## src/rtl/axi_stream_skid.sv

```systemverilog
// Two-entry registered FIFO used as a skid buffer in front of the join.
// Ready and valid come only from registered occupancy, never from the far side.
module axi_stream_skid #(
  parameter int DATA_WD = 4
) (
  input  logic               clk,
  input  logic               rst_n,
  input  logic               i_in_valid,
  input  logic [DATA_WD-1:0] i_in_data,
  output logic               o_in_ready,
  output logic               o_out_valid,
  output logic [DATA_WD-1:0] o_out_data,
  input  logic               i_out_ready
);
  localparam int DEPTH = 2;

  logic [DATA_WD-1:0] r_mem [DEPTH];
  logic               r_wr_ptr;
  logic               r_rd_ptr;
  logic [1:0]         r_count;
  logic               w_push;
  logic               w_pop;

  assign o_in_ready  = (r_count != 2'(DEPTH));
  assign o_out_valid = (r_count != 2'd0);
  assign o_out_data  = r_mem[r_rd_ptr];
  assign w_push      = i_in_valid && o_in_ready;
  assign w_pop       = i_out_ready && o_out_valid;

  always_ff @(posedge clk or negedge rst_n) begin
    if (!rst_n) begin
      r_mem[0] <= '0;
      r_mem[1] <= '0;
      r_wr_ptr <= 1'b0;
      r_rd_ptr <= 1'b0;
      r_count  <= 2'd0;
    end else begin
      if (w_push) begin
        r_mem[r_wr_ptr] <= i_in_data;
        r_wr_ptr        <= ~r_wr_ptr;
      end
      if (w_pop) begin
        r_rd_ptr <= ~r_rd_ptr;
      end
      // push and pop together leave occupancy unchanged
      case ({w_push, w_pop})
        2'b10:   r_count <= r_count + 2'd1;
        2'b01:   r_count <= r_count - 2'd1;
        default: r_count <= r_count;
      endcase
    end
  end
endmodule

```

## src/rtl/axi_stream_join.sv

```systemverilog
// Two-to-one stream join: pairs the k-th b beat with the k-th c beat and emits
// {b, c} from a registered output stage; skids isolate input ready from a_ready.
module axi_stream_join #(
  parameter int DATA_WD = 4
) (
  input  logic                 clk,
  input  logic                 rst_n,
  input  logic                 b_valid,
  input  logic [DATA_WD-1:0]   b_data,
  output logic                 b_ready,
  input  logic                 c_valid,
  input  logic [DATA_WD-1:0]   c_data,
  output logic                 c_ready,
  output logic                 a_valid,
  output logic [2*DATA_WD-1:0] a_data,
  input  logic                 a_ready
);
  logic               w_b_head_valid;
  logic [DATA_WD-1:0] w_b_head_data;
  logic               w_c_head_valid;
  logic [DATA_WD-1:0] w_c_head_data;
  logic               w_join;

  logic                 r_a_valid;
  logic [2*DATA_WD-1:0] r_a_data;

  axi_stream_skid #(.DATA_WD(DATA_WD)) u_skid_b (
    .clk         (clk),
    .rst_n       (rst_n),
    .i_in_valid  (b_valid),
    .i_in_data   (b_data),
    .o_in_ready  (b_ready),
    .o_out_valid (w_b_head_valid),
    .o_out_data  (w_b_head_data),
    .i_out_ready (w_join)
  );

  axi_stream_skid #(.DATA_WD(DATA_WD)) u_skid_c (
    .clk         (clk),
    .rst_n       (rst_n),
    .i_in_valid  (c_valid),
    .i_in_data   (c_data),
    .o_in_ready  (c_ready),
    .o_out_valid (w_c_head_valid),
    .o_out_data  (w_c_head_data),
    .i_out_ready (w_join)
  );

  // both heads present and the output slot is empty or being drained this edge
  assign w_join = w_b_head_valid && w_c_head_valid && (!r_a_valid || a_ready);

  always_ff @(posedge clk or negedge rst_n) begin
    if (!rst_n) begin
      r_a_valid <= 1'b0;
      r_a_data  <= '0;
    end else if (w_join) begin
      r_a_valid <= 1'b1;
      r_a_data  <= {w_b_head_data, w_c_head_data};
    end else if (a_ready) begin
      r_a_valid <= 1'b0;
    end
  end

  assign a_valid = r_a_valid;
  assign a_data  = r_a_data;
endmodule

```

## config.mk

```make
export PLATFORM = sky130hd
export DESIGN_NAME = axi_stream_join
export DESIGN_NICKNAME = d
export VERILOG_FILES = /design/src/rtl/axi_stream_skid.sv /design/src/rtl/axi_stream_join.sv
export SDC_FILE = /design/constraint.sdc
export NUM_CORES = 1
export LEC_CHECK = 0
export CAP_MARGIN = 10
export CORE_UTILIZATION = 55
export DETAILED_ROUTE_END_ITERATION = 8
export GPL_TIMING_DRIVEN = 0
export PLACE_DENSITY = 0.91
export SLEW_MARGIN = 15
export SYNTH_ARGS = -nofsm -noshare
export SYNTH_HDL_FRONTEND = slang
export SYNTH_SLANG_ARGS = --single-unit
```

## constraint.sdc

```tcl
create_clock -name clk -period 3.4 [get_ports clk]
set_input_delay 1.02 -clock clk [delete_from_list [all_inputs] [get_ports clk]]
set_output_delay 1.02 -clock clk [all_outputs]
set_load 0.005 [all_outputs]
```

==> flow_summary.yaml, run 1 <==
status:
  outcome: "finished, final reports clean"
cts:
  ctsResizeCount: 0
  cts_tree: "built"
  htree_levels: 2
  root_buffer: "clkbuf_4"
  cts_made_buffers: 5
  clk_path_buf_depth: 2
  clk_pin_slew_ns: 0.09
  hold_buffers: 0
  clkLatencyLatePin_ns: 0.34
  numClockSinks: 33
  post_cts_buffers: 0
die:
  start_util_pct: 57.80
  die_h_um: 52.79
  row_count: 18
  ioPinCount: 24
  core_um2: 2455
  die_w_um: 52.79
  die_area_um2: 2787
timing:
  fin_crit_sh_pct: 72.87
  rsz0062_at_grt: "false"
  drv_slew: 0
  final.min_clock_period_ns: 2.478
  worst_pin_slew_ns: 0.6978
  fmax_mhz: 403.6
  hold_violations: 0
  finClkSkew_ns: 0.006812
  slew_headroom_pct: 53.48
  setup_viol: 0
  fin_tns_setup_ns: 0
synthesis:
  synth_cell_types: 16
  yosysWarningCount: 0
  ys_ff_latch: 33
  synth.cell_area_um2: 1419
  synth_edf_count: 0
  synthFlopType: "dfrtp_1"
  synth-async-reset-ratio_pct: 100.0
  syn_nets: 109
  synth_area_per_cell_um2: 15.09
  synthCells: 94
  ys_seq_area_share_pct: 58.20
critical_path:
  cp-start-kind: "flop"
  worstSetupEndpointType: "primary output"
  crit_arrival_ns: 1.46
  cp.required_ns: 2.38
  critPathKind: "flop to primary output"
  crit_fanout: 4
grt:
  grtUsageTotal_pct: 19.69
  grt-ovfl-total: 0
  grt_pass1_vias: 833
  grt_pass1_wl_um: 3608
  grt_max_degree: 34
  antenna_found_initial: 0
cells_and_area:
  layout_commonest_cell: "dfrtp_1"
  final_cell_mix: "33 x dfrtp_1, 32 x mux2_2, 22 x clkdlybuf4s50_1"
  nets: 139
  design_area_um2: 1752
  insertedDiodeCount: 0
  area_growth_pct: 23.46
  final_core_util_pct: 71.36
  drive_gt1_share_pct: 36.80
routing:
  dr.pass1.iters: 2
  vias_per_cell: 5.271
  vias: 817
  drc: 0
  post_drt_wl_per_cell_um: 14.03
  wirelength_um: 2175
  drtIter0Drc: 2
  ant_nets: 0
power:
  p_per_area_nw_per_um2: 1008
  ir_drop_uv: 851.0
  power_leakage_nw: 0.7626
worst_hold_path:
  hp-class: "flop to flop"
placed_design:
  io_buffer_count: 23
  gp_congestion: 0.7133
  place.detailed.hpwl_um: 1555
  dpl_cell_area_um2: 1682
run:
  maxCapViolCount: 0
-- worst max-delay path, cell delays in order, from the launching register on --
cell	delay, ns
dfrtp_1	0.44
nand2b_4	0.18
clkdlybuf4s50_1	0.51
-- path summary, 6_finish.rpt --
check	startpoint	endpoint	slack (ns)	depth (start not counted)
worst min-delay path	u_skid_b.r_wr_ptr	u_skid_b.r_wr_ptr	0.50	1
worst max-delay path	u_skid_b.r_count[0]	b_ready	0.92	2
max in group asynchronous	rst_n	a_data[7]	2.24	1
worst min register to register	u_skid_b.r_wr_ptr	u_skid_b.r_wr_ptr	0.50	1
worst max register to register	u_skid_c.r_count[1]	u_skid_b.r_count[1]	1.80	6
min in group asynchronous	rst_n	u_skid_c.r_mem[7]	0.72	1
-- Yosys cell counts (all sizes together) (2+ instances only) --
cell    instances  area, um2
nand2           2      7.510
dfrtp          33      825.8
mux2           32      360.4
xor2            4      35.03
nor2            2      7.510
nand2b          2      27.53
xnor2           6      52.55
inv             2      7.510
and3b           2      17.52
nand3           2      10.01
ha              2      25.02
a21oi           2      13.76
-- area by class of cell --
type / instances / area, um2
fill: 168 / 703.2
sequential: 33 / 825.8
multi-input combinational: 58 / 574.3
clock buffer: 7 / 65.06
clock inverter: 1 / 5.005
inverter: 2 / 7.507
timing repair buffer: 23 / 225.2
tap: 30 / 37.54
buffer: 1 / 11.26
-- per-stage QoR --
| step | hold WS (ns) | cells | power (mW) | setup slack [ns] |
|---|---|---|---|---|
| after floorplan | 0.4595 | 94 | 1.278 | 1.437 |
| after global placement | 0.4767 | 147 | 1.499 | 0.7462 |
| after detailed placement | 0.4873 | 147 | 1.539 | 0.8184 |
| after CTS | 0.5009 | 155 | 1.792 | 0.8985 |
| after global routing | 0.5244 | 155 | 1.888 | 0.8634 |
| final | 0.5015 | 155 | 1.766 | 0.9224 |
-- registers in the layout (all words and copies together) (netlist names) --
signal	count
u_skid_c.r_rd_ptr	1
u_skid_c.r_count	2
u_skid_b.r_wr_ptr	1
u_skid_b.r_count	2
u_skid_b.r_mem	8
u_skid_b.r_rd_ptr	1
u_skid_c.r_mem	8
a_valid	1
u_skid_c.r_wr_ptr	1
a_data	8
-- metal layers --
layer  global-route usage [%]  share of wire, %  up-vias
met2                    31.01                47       21
met3                    6.667               5.7        7
met4                    15.79               3.5        0
met1                    21.31                44      402
li1                         -                 -      387
met5                        0                 0        -
-- where the power goes --
part	total (mW)	internal, mW	leakage, nW	switching [mW]
sequential	0.755	0.604	0.387	0.151
combinational	0.761	0.510	0.335	0.251
clock	0.250	0.120	0.0413	0.130
-- cell families after synthesis --
kind of cell	share of synthesized area [%]
fa+ha+maj	1.763
compound gates	2.204
simple gates	4.939
xor+xnor	6.173
buf+inv	1.323
mux	25.40
flops	58.20
(Power assumes the default switching activity.)
==> run 2: changes to the inputs <==
- CORE_UTILIZATION: 55 -> 46
- PLACE_DENSITY: 0.91 -> 0.82
- clock period: 3.4 -> 2.2 ns (I/O delays scaled with it)
==> flow_summary.yaml, run 2 (synthesis results as in run 1) <==
timing:
  hold_violations: 0
  rsz0062_at_grt: "false"
  setup_viol: 0
  fin_crit_sh_pct: 94.75
  drv_slew: 0
  finClkSkew_ns: 0.005497
  fin_ws_ns: 0.1154
  fmax_mhz: 479.7
  fin_hold_ws_ns: 0.3729
  slew_headroom_pct: 53.48
  final.min_clock_period_ns: 2.085
  worst_pin_slew_ns: 0.6977
  fin_tns_setup_ns: 0
cells_and_area:
  nets: 139
  final_cell_mix: "33 x dfrtp_1, 32 x mux2_2, 22 x clkdlybuf4s50_1"
  layout_commonest_cell: "dfrtp_1"
  design_area_um2: 1738
  drive_gt1_share_pct: 35.48
  fillers: 225
  insertedDiodeCount: 0
  area_growth_pct: 22.49
  final_core_util_pct: 61.43
status:
  outcome: "complete, but fails checks"
  violations: "DRC"
grt:
  antenna_found_initial: 0
  grt-ovfl-total: 0
  grt_max_degree: 34
  grt_pass1_wl_um: 3684
  grt_pass1_vias: 804
  grtUsageTotal_pct: 15.61
critical_path:
  rr_startpoint: "u_skid_c.r_count[1]"
  cp.required_ns: 1.54
  rrSetupSlack_ns: 0.59
  r2r_end: "u_skid_b.r_count[1]"
  cp-start-kind: "flop"
  crit_arrival_ns: 1.42
  worstSetupEndpointType: "primary output"
  crit_fanout: 4
  crit_chain: "nand2b_4 > clkdlybuf4s50_1"
  slowest_delay_ns: 0.50
  critPathKind: "flop to primary output"
  r2r_cells: 7
  cp_slowest_cell: "clkdlybuf4s50_1"
cts:
  htree_levels: 2
  numClockSinks: 33
  clk_pin_slew_ns: 0.09
  cts_tree: "built"
  clkLatencyLatePin_ns: 0.32
  root_buffer: "clkbuf_4"
  hold_buffers: 0
  post_cts_buffers: 0
  clk_path_buf_depth: 2
  ctsResizeCount: 0
  cts_made_buffers: 5
routing:
  vias: 811
  ant_nets: 0
  dr.pass1.iters: 5
  post_drt_wl_per_cell_um: 14.49
  wirelength_um: 2246
  drtIter0Drc: 16
  wl_met2_um: 1066
  drc: 2
  top_layer: "met4"
  wl_met1_um: 1028
  vias_per_cell: 5.232
  wl_met3_um: 132
die:
  die_w_um: 57.54
  ioPinCount: 24
  row_count: 19
  die_h_um: 57.54
  start_util_pct: 50.15
  core_um2: 2829
  die_area_um2: 3311
placed_design:
  gp_congestion: 0.6595
  dpl_cell_area_um2: 1683
  pre_cts_ws_ns: -0.02544
  place.detailed.hpwl_um: 1620
  io_buffer_count: 23
run:
  maxCapViolCount: 0
power:
  ir_drop_uv: 789.7
  power_leakage_nw: 0.7527
  p_per_area_nw_per_um2: 1547
worst_hold_path:
  hp-class: "input port to asynchronous set/reset pin"
==> run 2: cell count changes in the layout (fill, tap and decap cells not counted) <==
| cell | change |
|---|---|
| clkbuf_1 | +1 |
| clkbuf_8 | -1 |
| clkinv_2 | -1 |
==> run 2: worst max path at each step <==
stage	startpoint	end	slack, ns	cells after the start
finish	u_skid_b.r_count[0]	b_ready	0.12	2
global route	u_skid_c.r_count[0]	c_ready	0.03	2
global placement	rst_n	a_data[4]	-0.13	1
detailed placement	a_ready	u_skid_b.r_count[1]	-0.03	8
CTS	u_skid_b.r_count[0]	b_ready	0.09	2
floorplan	a_ready	u_skid_b.r_count[1]	0.60	6
==> run 2: worst max-delay path: cells and delay by family, from the launching register on <==
family                 cells  cell delay, ns
DFF                        1            0.44
and+or+nand+nor            1            0.17
buffers and inverters      1            0.50
==> run 2: per-layer routing <==
| metal | up-vias | GRT usage, % |
|---|---|---|
| li1 | 390 | - |
| met1 | 393 | 20.48 |
| met2 | 26 | 22.76 |
| met3 | 2 | 6.803 |
| met4 | 0 | 6.272 |
| met5 | - | 0 |
==> run 2: layout make-up <==
class	count	area (um2)	area share [%]
Sequential cell	33	825.8	47.52
Buffer	1	11.26	0.6479
Multi-Input combinational cell	58	574.3	33.05
Clock buffer	7	55.05	3.168
Inverter	2	7.507	0.4320
Timing Repair Buffer	23	225.2	12.96
Tap cell	31	38.79	2.232
==> run 2: through the flow <==
| step | cells | power (mW) |
|---|---|---|
| 2_1_floorplan | 94 | 1.975 |
| 3_3_place_gp | 148 | 2.322 |
| 3_5_place_dp | 148 | 2.387 |
| 4_1_cts | 155 | 2.726 |
| 5_1_grt | 155 | 2.885 |
| 6_report | 155 | 2.688 |
==> run 2: where the power goes <==
part	internal (mW)	switching, mW
registers	0.934	0.230
logic	0.789	0.397
clock network	0.151	0.187
total	1.87	0.814
==> run 3: changes to the inputs <==
- CORE_UTILIZATION: 46 -> 35
- PLACE_DENSITY: 0.82 -> 0.68
==> flow_summary.yaml, run 3 (synthesis results as in run 1) <==
cells_and_area:
  drive_gt1_share_pct: 35.48
  nets: 139
  insertedDiodeCount: 0
  layout_commonest_cell: "dfrtp_1"
  area_growth_pct: 26.19
  design_area_um2: 1790
  fillers: 314
  final_cell_mix: "33 x dfrtp_1, 32 x mux2_2, 22 x clkdlybuf4s50_1"
routing:
  drtIter0Drc: 5
  vias: 820
  wirelength_um: 2461
  dr.pass1.iters: 3
  ant_nets: 0
  vias_per_cell: 4.767
  post_drt_wl_per_cell_um: 14.31
  drc: 0
cts:
  htree_levels: 2
  clkLatencyLatePin_ns: 0.28
  clk_pin_slew_ns: 0.06
  post_cts_buffers: 0
  ctsResizeCount: 0
  numClockSinks: 33
  clk_path_buf_depth: 2
  cts_tree: "built"
  cts_made_buffers: 5
  root_buffer: "clkbuf_8"
  hold_buffers: 0
critical_path:
  critPathKind: "flop to primary output"
  cp_slowest_cell: "clkdlybuf4s50_1"
  slowest_delay_ns: 0.50
  r2r_cells: 6
  crit_chain: "nand2b_4 > clkdlybuf4s50_1"
  worst-path-buf-inv: 1
  crit_fanout: 4
  cp.required_ns: 1.54
  crit_family: "buffers and inverters"
  crit_arrival_ns: 1.39
  rrSetupSlack_ns: 0.61
  cp-start-kind: "flop"
  worstSetupEndpointType: "primary output"
  r2r_end: "u_skid_b.r_count[1]"
  rr_startpoint: "u_skid_c.r_count[1]"
grt:
  grt_pass1_wl_um: 4153
  grt-ovfl-total: 0
  grt_max_degree: 34
  grt_pass1_vias: 861
  grtUsageTotal_pct: 13.74
  antenna_found_initial: 0
timing:
  fmax_mhz: 487.8
  rsz0062_at_grt: "false"
  fin_crit_sh_pct: 93.18
  slew_headroom_pct: 52.33
  setup_viol: 0
  worst_pin_slew_ns: 0.7150
  drv_slew: 0
  final.min_clock_period_ns: 2.050
  hold_violations: 0
  finClkSkew_ns: 0.005490
  fin_ws_ns: 0.1500
worst_hold_path:
  hp-class: "input port to asynchronous set/reset pin"
placed_design:
  pre_cts_ws_ns: -0.02158
  io_buffer_count: 23
  place.detailed.hpwl_um: 1707
  gp_congestion: 0.6828
  dpl_cell_area_um2: 1704
status:
  outcome: "finished, final reports clean"
power:
  p_sw_mw: 0.8374
  p_clk_share_pct: 15.9
  p_per_area_nw_per_um2: 1569
  pwr-share-seq_pct: 41.8
  switching_share_pct: 29.80
  total_power_mw: 2.810
  intPower_mw: 1.973
  ir_drop_uv: 716.3
  power_leakage_nw: 0.7657
  combPwrFrac_pct: 42.2
die:
  die_w_um: 65.67
  die_area_um2: 4313
  ioPinCount: 24
  row_count: 22
  die_h_um: 65.67
  start_util_pct: 37.62
  core_um2: 3771
run:
  maxCapViolCount: 0
run 3: cell types whose count changed in the layout (fill, tap and decap cells not counted):
cell      delta
clkbuf_8     +5
clkbuf_4     -5
run 3: layout make-up:
class | instances | area (um2) | area share [%]
inverter | 2 | 7.507 | 0.4193
buffer | 1 | 11.26 | 0.6289
clock buffer | 7 | 86.33 | 4.822
multi-input combinational | 58 | 574.3 | 32.08
timing repair buffer | 23 | 225.2 | 12.58
sequential | 33 | 825.8 | 46.12
tap | 48 | 60.06 | 3.354
run 3: power by group through the flow:
stage,logic (mW),clock network [mW],registers [mW]
finish,1.19,0.448,1.18
global route,1.31,0.500,1.22
CTS,1.21,0.464,1.18
detailed placement,1.21,0,1.19
global placement,1.17,0,1.16
floorplan,0.843,0,1.13
run 3: metrics by stage:
| stage | hold WS (ns) | setup TNS, ns | cells | util, % |
|---|---|---|---|---|
| finish | 0.4274 | 0 | 172 | 47.48 |
| global route | 0.4785 | 0 | 172 | 47.48 |
| CTS | 0.4478 | 0 | 172 | 47.48 |
| detailed placement | 0.4883 | -0.02158 | 165 | 45.19 |
| global placement | 0.4783 | -4.224 | 165 | 45.32 |
| floorplan | 0.3644 | 0 | 94 | - |
run 3: how the worst max path moves through the flow:
stage	startpoint	cells past startpoint	end
final	u_skid_b.r_count[0]	2	b_ready
after global routing	u_skid_c.r_count[0]	2	c_ready
after CTS	u_skid_b.r_count[0]	2	b_ready
after detailed placement	a_ready	7	u_skid_b.r_count[1]
after global placement	rst_n	1	u_skid_b.r_mem[6]
after floorplan	a_ready	6	u_skid_b.r_count[1]
run 3: worst reg2reg max path, cell delays in order, from the launching register on:
cell,delay (ns)
dfrtp_1,0.44
o22ai_2,0.24
a21oi_2,0.07
buf_6,0.16
ha_1,0.33
nor2_1,0.14
xor2_1,0.15
run 3: per-layer routing:
layer / track usage [%] / part of all wire, % / vias to the layer above
met2: 21.94 / 47 / 24
met1: 16.30 / 45 / 404
met3: 4.340 / 5.6 / 5
met5: 0 / 0 / -
met4: 7.337 / 2.2 / 0
li1: - / - / 387
